[src/rtl/spi_dac_pkg.sv]
// Shared types and defaults for the SPI DAC transmitter.
package spi_dac_pkg;

   typedef enum logic [2:0] {
      IDLE,
      SETUP,
      SHIFT,
      HOLD,
      GAP
   } state_e;

   localparam int unsigned DEF_DATA_WIDTH = 12;
   localparam int unsigned DEF_CMD_WIDTH  = 4;
   localparam int unsigned DEF_CLK_DIV    = 11;
   localparam int unsigned DEF_CS_SETUP   = 2;
   localparam int unsigned DEF_CS_HOLD    = 2;
   localparam int unsigned DEF_CS_GAP     = 2;

   function automatic int unsigned frame_w(input int unsigned cmd_w, input int unsigned data_w);
      return cmd_w + data_w;
   endfunction

   function automatic int unsigned max_u(input int unsigned a, input int unsigned b);
      return (a > b) ? a : b;
   endfunction

endpackage

[src/rtl/spi_tx_baud.sv]
// Half-period counter for the serial clock; flags the edge at which sck rises or falls.
module spi_tx_baud #(
   parameter int unsigned CLK_DIV = 11
) (
   input  logic clk,
   input  logic n_rst,
   input  logic en_i,
   input  logic sck_i,
   output logic rise_c_o,
   output logic fall_c_o
);

   localparam int unsigned CNT_W = $clog2(CLK_DIV) + 1;

   logic [CNT_W-1:0] cnt_q, cnt_d;
   logic             term_c;

   always_ff @(posedge clk) begin
      if (!n_rst) cnt_q <= '0;
      else        cnt_q <= cnt_d;
   end

   // Counter is held at zero outside SHIFT so every frame starts on a full phase
   always_comb begin
      term_c = en_i && (cnt_q == CNT_W'(CLK_DIV - 1));
      cnt_d  = '0;
      if (en_i && !term_c) cnt_d = cnt_q + CNT_W'(1);
   end

   assign rise_c_o = term_c & ~sck_i;
   assign fall_c_o = term_c &  sck_i;

endmodule

[src/rtl/spi_dac_tx.sv]
// SPI (mode 0) DAC frame transmitter: sends {cmd,data} MSB first under cs framing.
// Define SPI_DAC_TX_LDAC_EN to add the active-low ldac strobe after each frame.
module spi_dac_tx
   import spi_dac_pkg::*;
#(
   parameter int unsigned DATA_WIDTH = DEF_DATA_WIDTH,
   parameter int unsigned CMD_WIDTH  = DEF_CMD_WIDTH,
   parameter int unsigned CLK_DIV    = DEF_CLK_DIV,
   parameter int unsigned CS_SETUP   = DEF_CS_SETUP,
   parameter int unsigned CS_HOLD    = DEF_CS_HOLD,
   parameter int unsigned CS_GAP     = DEF_CS_GAP
) (
   input  logic                  clk,
   input  logic                  n_rst,
   input  logic                  tx_en,
   input  logic [CMD_WIDTH-1:0]  cmd,
   input  logic [DATA_WIDTH-1:0] data,
   output logic                  busy,
   output logic                  done,
   output logic                  cs,
   output logic                  sck,
   output logic                  dout
`ifdef SPI_DAC_TX_LDAC_EN
  ,output logic                  ldac
`endif
);

   localparam int unsigned FRAME   = frame_w(CMD_WIDTH, DATA_WIDTH);
   localparam int unsigned SETUP_N = max_u(CS_SETUP, 1);
   localparam int unsigned HOLD_N  = max_u(CS_HOLD, 1);
   // GAP state length; the idle cycle that samples tx_en closes the cs-high window
`ifdef SPI_DAC_TX_LDAC_EN
   localparam int unsigned GAP_N   = max_u(CS_GAP, 3);
`else
   localparam int unsigned GAP_N   = max_u(CS_GAP, 2) - 1;
`endif
   localparam int unsigned CYC_MAX = max_u(max_u(SETUP_N, HOLD_N), GAP_N);
   localparam int unsigned CYC_W   = $clog2(CYC_MAX) + 1;
   localparam int unsigned BIT_W   = $clog2(FRAME) + 1;

   state_e             state_q, state_d;
   logic [CYC_W-1:0]   cyc_q, cyc_d;
   logic [BIT_W-1:0]   bit_q, bit_d;
   logic [FRAME-1:0]   sh_q, sh_d;
   logic               sck_q, sck_d;
   logic               cs_q, cs_d;
   logic               busy_q, busy_d;
   logic               done_q, done_d;
   logic               rise_c, fall_c;
`ifdef SPI_DAC_TX_LDAC_EN
   logic               ldac_q, ldac_d;
`endif

   spi_tx_baud #(
      .CLK_DIV (CLK_DIV)
   ) u_baud (
      .clk      (clk),
      .n_rst    (n_rst),
      .en_i     (state_q == SHIFT),
      .sck_i    (sck_q),
      .rise_c_o (rise_c),
      .fall_c_o (fall_c)
   );

   always_ff @(posedge clk) begin
      if (!n_rst) begin
         state_q <= IDLE;
         cyc_q   <= '0;
         bit_q   <= '0;
         sh_q    <= '0;
         sck_q   <= 1'b0;
         cs_q    <= 1'b1;
         busy_q  <= 1'b0;
         done_q  <= 1'b0;
`ifdef SPI_DAC_TX_LDAC_EN
         ldac_q  <= 1'b1;
`endif
      end else begin
         state_q <= state_d;
         cyc_q   <= cyc_d;
         bit_q   <= bit_d;
         sh_q    <= sh_d;
         sck_q   <= sck_d;
         cs_q    <= cs_d;
         busy_q  <= busy_d;
         done_q  <= done_d;
`ifdef SPI_DAC_TX_LDAC_EN
         ldac_q  <= ldac_d;
`endif
      end
   end

   always_comb begin
      state_d = state_q;
      cyc_d   = cyc_q;
      bit_d   = bit_q;
      sh_d    = sh_q;
      sck_d   = sck_q;
      cs_d    = cs_q;
      busy_d  = busy_q;
      done_d  = 1'b0;
`ifdef SPI_DAC_TX_LDAC_EN
      // Low for the two cycles following the done cycle
      ldac_d  = !((state_q == GAP) && (cyc_q < CYC_W'(2)));
`endif

      unique case (state_q)
         IDLE: begin
            if (tx_en) begin
               sh_d    = {cmd, data};
               cs_d    = 1'b0;
               busy_d  = 1'b1;
               cyc_d   = '0;
               bit_d   = '0;
               state_d = SETUP;
            end
         end
         SETUP: begin
            if (cyc_q == CYC_W'(SETUP_N - 1)) begin
               cyc_d   = '0;
               state_d = SHIFT;
            end else begin
               cyc_d = cyc_q + CYC_W'(1);
            end
         end
         SHIFT: begin
            if (rise_c) begin
               sck_d = 1'b1;
               bit_d = bit_q + BIT_W'(1);
            end else if (fall_c) begin
               sck_d = 1'b0;
               // The last fall ends the shift; dout keeps the LSB through HOLD
               if (bit_q == BIT_W'(FRAME)) begin
                  cyc_d   = '0;
                  state_d = HOLD;
               end else begin
                  sh_d = {sh_q[FRAME-2:0], 1'b0};
               end
            end
         end
         HOLD: begin
            if (cyc_q == CYC_W'(HOLD_N - 1)) begin
               cs_d    = 1'b1;
               done_d  = 1'b1;
               sh_d    = '0;
               bit_d   = '0;
               cyc_d   = '0;
               state_d = GAP;
            end else begin
               cyc_d = cyc_q + CYC_W'(1);
            end
         end
         GAP: begin
            if (cyc_q == CYC_W'(GAP_N - 1)) begin
               busy_d  = 1'b0;
               cyc_d   = '0;
               state_d = IDLE;
            end else begin
               cyc_d = cyc_q + CYC_W'(1);
            end
         end
         default: begin
            state_d = IDLE;
         end
      endcase
   end

   assign busy = busy_q;
   assign done = done_q;
   assign cs   = cs_q;
   assign sck  = sck_q;
   assign dout = sh_q[FRAME-1];
`ifdef SPI_DAC_TX_LDAC_EN
   assign ldac = ldac_q;
`endif

endmodule

[config.mk]
export PLATFORM = sky130hd
export DESIGN_NAME = spi_dac_tx
export DESIGN_NICKNAME = d
export VERILOG_FILES = /design/src/rtl/spi_dac_pkg.sv /design/src/rtl/spi_tx_baud.sv /design/src/rtl/spi_dac_tx.sv
export SDC_FILE = /design/constraint.sdc
export NUM_CORES = 1
export LEC_CHECK = 0
export ABC_AREA = 1
export ABC_CLOCK_PERIOD_IN_PS = 3100
export CELL_PAD_IN_SITES_DETAIL_PLACEMENT = 0
export CELL_PAD_IN_SITES_GLOBAL_PLACEMENT = 2
export CORE_MARGIN = 3
export CORE_UTILIZATION = 25
export CTS_BUF_LIST = sky130_fd_sc_hd__clkbuf_4 sky130_fd_sc_hd__clkbuf_8
export DETAILED_ROUTE_END_ITERATION = 8
export GPL_TIMING_DRIVEN = 0
export PLACE_DENSITY_LB_ADDON = 0.1
export SLEW_MARGIN = 20
export SYNTH_ARGS = -nofsm -noshare
export SYNTH_HDL_FRONTEND = slang
export SYNTH_HIERARCHICAL = 1
export SYNTH_SLANG_ARGS = --single-unit
export TNS_END_PERCENT = 30
[constraint.sdc]
create_clock -name clk -period 3.1 [get_ports clk]
set_input_delay 0.62 -clock clk [delete_from_list [all_inputs] [get_ports clk]]
set_output_delay 0.62 -clock clk [all_outputs]
set_load 0.1 [all_outputs]
**Word level (Yosys, flattened, before mapping)**

Index checks and enable logic that the tools add are counted.
Widths: inputs -> output; s select.

- $add $sub $neg: 3
- Reduce and logical (&&, ||, !) cells: 20
- Bitwise gates (word level): 3
- Equality and inequality tests: 16
- Multiplexer cells: 34

Operator list:

| operator | number |
|---|---|
| $mux 16 | 5 |
| $pmux 16 s3 | 1 |
| $mux 3 | 7 |
| $ne 2x2->1 const B | 9 |
| $mux 5 | 3 |
| $pmux 3 s5 | 1 |
| $pmux 5 s3 | 1 |
| $mux 2 | 6 |
| $add 5x1->5 const B | 2 |
| $pmux 2 s4 | 1 |
| $mux 1 | 7 |
| $reduce_and 7->1 | 1 |
| $eq 3x2->1 const B | 2 |
| $reduce_and 2->1 | 3 |
| $reduce_and 3->1 | 2 |
| $reduce_and 6->1 | 1 |
| $reduce_bool 2->1 | 3 |
| $eq 5x4->1 const B | 1 |
| $eq 5x5->1 const B | 1 |
| $reduce_and 5->1 | 1 |
| $pmux 1 s2 | 2 |
| $reduce_and 4->1 | 1 |
| $reduce_bool 4->1 | 1 |
| $eq 3x1->1 const B | 1 |
| other kinds (11) | 13 |

- Bits in registers: 35
- Output and inout port bits: 5
- Word-level logic and storage cells: 85
- Input bits: 19

**Longest topological paths before layout**

- Word-level depth: 6
- Gate-level depth with buffers: 16
- Mapped depth without buffers: 14

**Hierarchy**

The synthesis kept the hierarchy.

By module, submodules not included:

| module | area an instance (µm²) | times used | seq. area each (µm²) | cells an instance |
|---|---|---|---|---|
| spi_dac_tx | 1737.9 | 1 | 600.6 | 248 |
| spi_tx_baud | 264.0 | 1 | 100.1 | 33 |

**Least setup slack after synthesis**

OpenSTA, ideal clock, no wires.

- Kind: register to register
- Start point: register sck_q (netlist: sck)
- End point: register sh_q[15]
- Required time: 3.035 ns
- Clock period less this slack: 1.970 ns
- Library setup time: 0.065 ns
- Setup slack: 1.130 ns
- Path buffers: 1
- Cell stages (with the launch flop): 8
- Arrival: 1.905 ns
- Cell sequence: dfxtp_1 > inv_1 > nor2_1 > nand3_2 > a21oi_4 > buf_6 > nor2_1 > nor2_1

- Elaborated cells on any way between the ends: 6
- Classes of those cells: eq/ne (2); bitwise (3); reduce/logical (1)

RTL lines:

| item | line | source |
|---|---|---|
| from (decl) | spi_dac_tx.sv:45 | `logic sck_q, sck_d;` |
| from (signal assigned) | spi_dac_tx.sv:83 | `sck_q <= sck_d;` |
| $and 1x1->1 | spi_tx_baud.sv:31 | `assign fall_c_o = term_c & sck_i;` |
| named net fall_c | spi_dac_tx.sv:49 | `logic rise_c, fall_c;` |
| $ne 2x2->1 (no source line) | n/a |  |
| $reduce_and 6->1 (no source line) | n/a |  |
| to (signal assigned) | spi_dac_tx.sv:70 | `sh_q <= '0;` |
| to (signal assigned) | spi_dac_tx.sv:82 | `sh_q <= sh_d;` |
| to (decl) | spi_dac_tx.sv:44 | `logic [FRAME-1:0] sh_q, sh_d;` |

The timed path passes the listed nets, and every way through them passes these cells.
A chain may end at the register's enable or synchronous reset.

**Worst setup path in the final report**

- Start point: register sck_q (netlist: sck)
- End point: output port sck

RTL lines:

| item | line | source |
|---|---|---|
| to (decl) | spi_dac_tx.sv:21 | `output logic sck,` |

No word-level cell between the ends.

==> results.yml <==
clock_network:
  cts_inserted_buffers: 5
  clockBufferDepth: 2
  hold_buffers: 0
  cts_sinks: 35
  root_buffer: "clkbuf_8"
  cts_tree: "done"
  path_clk_slew_ps: 70
  clkLatencyLatePin_ps: 290
  cts_setup_buffers: 0
  h-tree-depth: 2
  cts_resized: 0
yosys:
  synthSimpleGateAreaFrac_pct: 37.56
  netlist_instances: 281
  synth_compound_area_share_pct: 13.31
  synth-warning-count: 6
  synth.net_count: 308
  netlist_area_mm2: 0.002002
  yosysMostFrequentCell: "nand2_1"
  synth.avg_cell_area_um2: 7.124
  async_flop_share_pct: 0
  synth_fa_ha_area_share_pct: 5.000
  ys_ff_latch: 35
  synth.area.top_cells: "dfxtp_1, nand2_1, nor2_1"
  synthXorXnorAreaFrac_pct: 0.4375
  synth_commonest_cells: "nand2_1, nor2_1, dfxtp_1"
  yosys_most_used_dff: "dfxtp_1"
  synth_top_family_by_area: "simple AND/OR/NAND/NOR gates"
  synth_largest_area_cell: "dfxtp_1"
  yosysUniqueCellTypes: 27
  synth_edf_count: 0
  muxShareOfSynthArea_pct: 0
  synth.top_cell.area_share_pct: 35.00
  seq_area_frac_synth_pct: 35.00
place:
  dp_hpwl_um: 3455
  pre_cts_slack_ps: 802.4
  gp_congestion: 0.7070
  placed_cell_area_mm2: 0.002360
  io_buffers: 23
cells_and_area:
  diodes: 0
  multiInputGateArea_mm2: 0.001127
  nFillCells: 902
  drive_above_1_share_pct: 13.18
  area_delta_synth_final_pct: 22.25
  fin_nets: 338
  register_area_um2: 700.7
  finalInstanceArea_mm2: 0.002447
sta:
  finalCritPeriodShare_pct: 78.95
  slew_violations: 0
  rsz0062_at_grt: "no"
  setup_violations: 0
  min_period_ps: 2448
  maxSlewHeadroom_pct: 34.89
  setup_slack_ps: 652.4
  finClkSkew_ps: 7.699
  finalHoldViolations: 0
  worst_pin_slew_ps: 973.6
  fin_tns_setup_ps: 0
  fmax_mhz: 408.6
floorplan:
  die-area_mm2: 0.009117
  start_util_pct: 25.77
  die_height_um: 95.49
  die_x_um: 95.49
  rows: 32
  core_mm2: 0.007767
  io_pins: 24
run:
  cap_violations: 0
grt:
  grt_pass1_vias: 1687
  antenna_found_initial: 0
  grtUsageTotal_pct: 11.14
  grt_start_max_net_pins: 12
  grt_remaining_overflow: 0
  grt_pass1_wl_um: 7969
critical_path:
  critPathTopFamily: "buffers and inverters"
  cp_data_arrival_time_ps: 1830
  endpoint_kind: "primary output"
  required_ps: 2480
  cp_cell_sequence: "clkdlybuf4s50_1"
  crit_path_start_kind: "flip-flop"
  critPathMaxFanout: 4
  slowest_delay_ps: 1160
  crit_slowest_cell: "clkdlybuf4s50_1"
  worstSetupPathType: "reg2out"
  crit_buf_inv: 1
drt:
  first_iter_violations: 39
  routedWlPerCell_um: 11.39
  met2_length_um: 2180
  vias: 1780
  highest_layer: "met4"
  vias_per_cell: 4.310
  met1_length_um: 2272
  drc: 0
  wl_um: 4706
  drt_pass1_iterations: 4
  ant_nets: 0
  wl_met3_um: 173
run_status:
  status: "finished clean"
power_and_ir_drop:
  peakVddDrop_uv: 295.1
  power_leakage_uw: 0.001026
  power_density_mw_per_mm2: 859.7
worst_hold_path:
  hp-class: "reg2reg"
-- worst paths after layout --
kind	end	slack [ps]	start	cells after the start
worst max register to register	sh_q[9]	830	state_q[1]	11
worst max-delay path	sck	650	sck	1
worst min-delay path	cs	460	cs	2
worst min register to register	cs	460	cs	2
-- cells by family after synthesis --
group                      after synthesis
xor gates and xnor gates                 1
and+or+nand+nor                        163
DFF                                     35
AOI/OAI and AO/OA                       41
buffers and inverters                   33
adders and majority gates                8
-- registers in the layout (all words and copies together) (netlist names) --
register      count
cyc_q             2
busy              1
sck               1
u_baud/cnt_q      5
bit_q             5
cs                1
done              1
sh_q             16
state_q           3
-- tightest hold or removal path, cell delays in order, from the launching register on --
cell and delay, ps:
dfxtp_1 330, nand2_1 50, nand3_1 50
-- where the power goes --
part	total [uW]	internal (uW)	switching, uW	leakage (uW)
Clock	347	175	172	0.0000470
Combinational	1100	390	706	0.000692
Sequential	661	581	80.8	0.000287
-- layout make-up --
cell class                      instances  area share, %
Inverter                               24          3.783
Clock inverter                          1         0.2045
Timing Repair Buffer                   23          9.407
Multi-Input combinational cell        213          46.06
Sequential cell                        35          28.63
Buffer                                  9          3.323
Tap cell                              102          5.215
Clock buffer                            6          3.374
-- cell usage in the layout (no fill, tap or decap), types with 2 or more instances in the layout --
master | synthesis | final
nand2_1 | 68 | 68
nor2_1 | 41 | 41
dfxtp_1 | 35 | 35
nand3_1 | 28 | 28
clkdlybuf4s50_1 | 0 | 23
inv_1 | 21 | 21
a21boi_0 | 15 | 15
nor2_2 | 12 | 12
a21oi_1 | 11 | 11
o21ai_0 | 10 | 10
ha_1 | 8 | 8
buf_6 | 6 | 6
clkbuf_8 | 0 | 6
nand4_1 | 4 | 4
nand2_4 | 3 | 3
nand3_2 | 2 | 2
nand2_2 | 2 | 2
buf_2 | 2 | 2
o21bai_1 | 2 | 2
a21oi_2 | 2 | 2
-- per-layer routing --
layer / track usage [%] / vias to the layer above
met2: 18.25 / 18
met1: 14.06 / 800
met5: 0 / -
li1: - / 956
met4: 4.265 / 0
met3: 2.762 / 6
-- metrics by stage --
stage	std cells	utilization [%]	hold slack [ps]	power, uW
after floorplan	281	-	434.1	1525
after global placement	406	30.38	450.7	1801
after detailed placement	406	30.38	451.7	1789
after CTS	413	31.51	467.0	2149
after global routing	413	31.51	486.0	2311
final	413	31.51	460.1	2104
(Power assumes the default switching activity.)
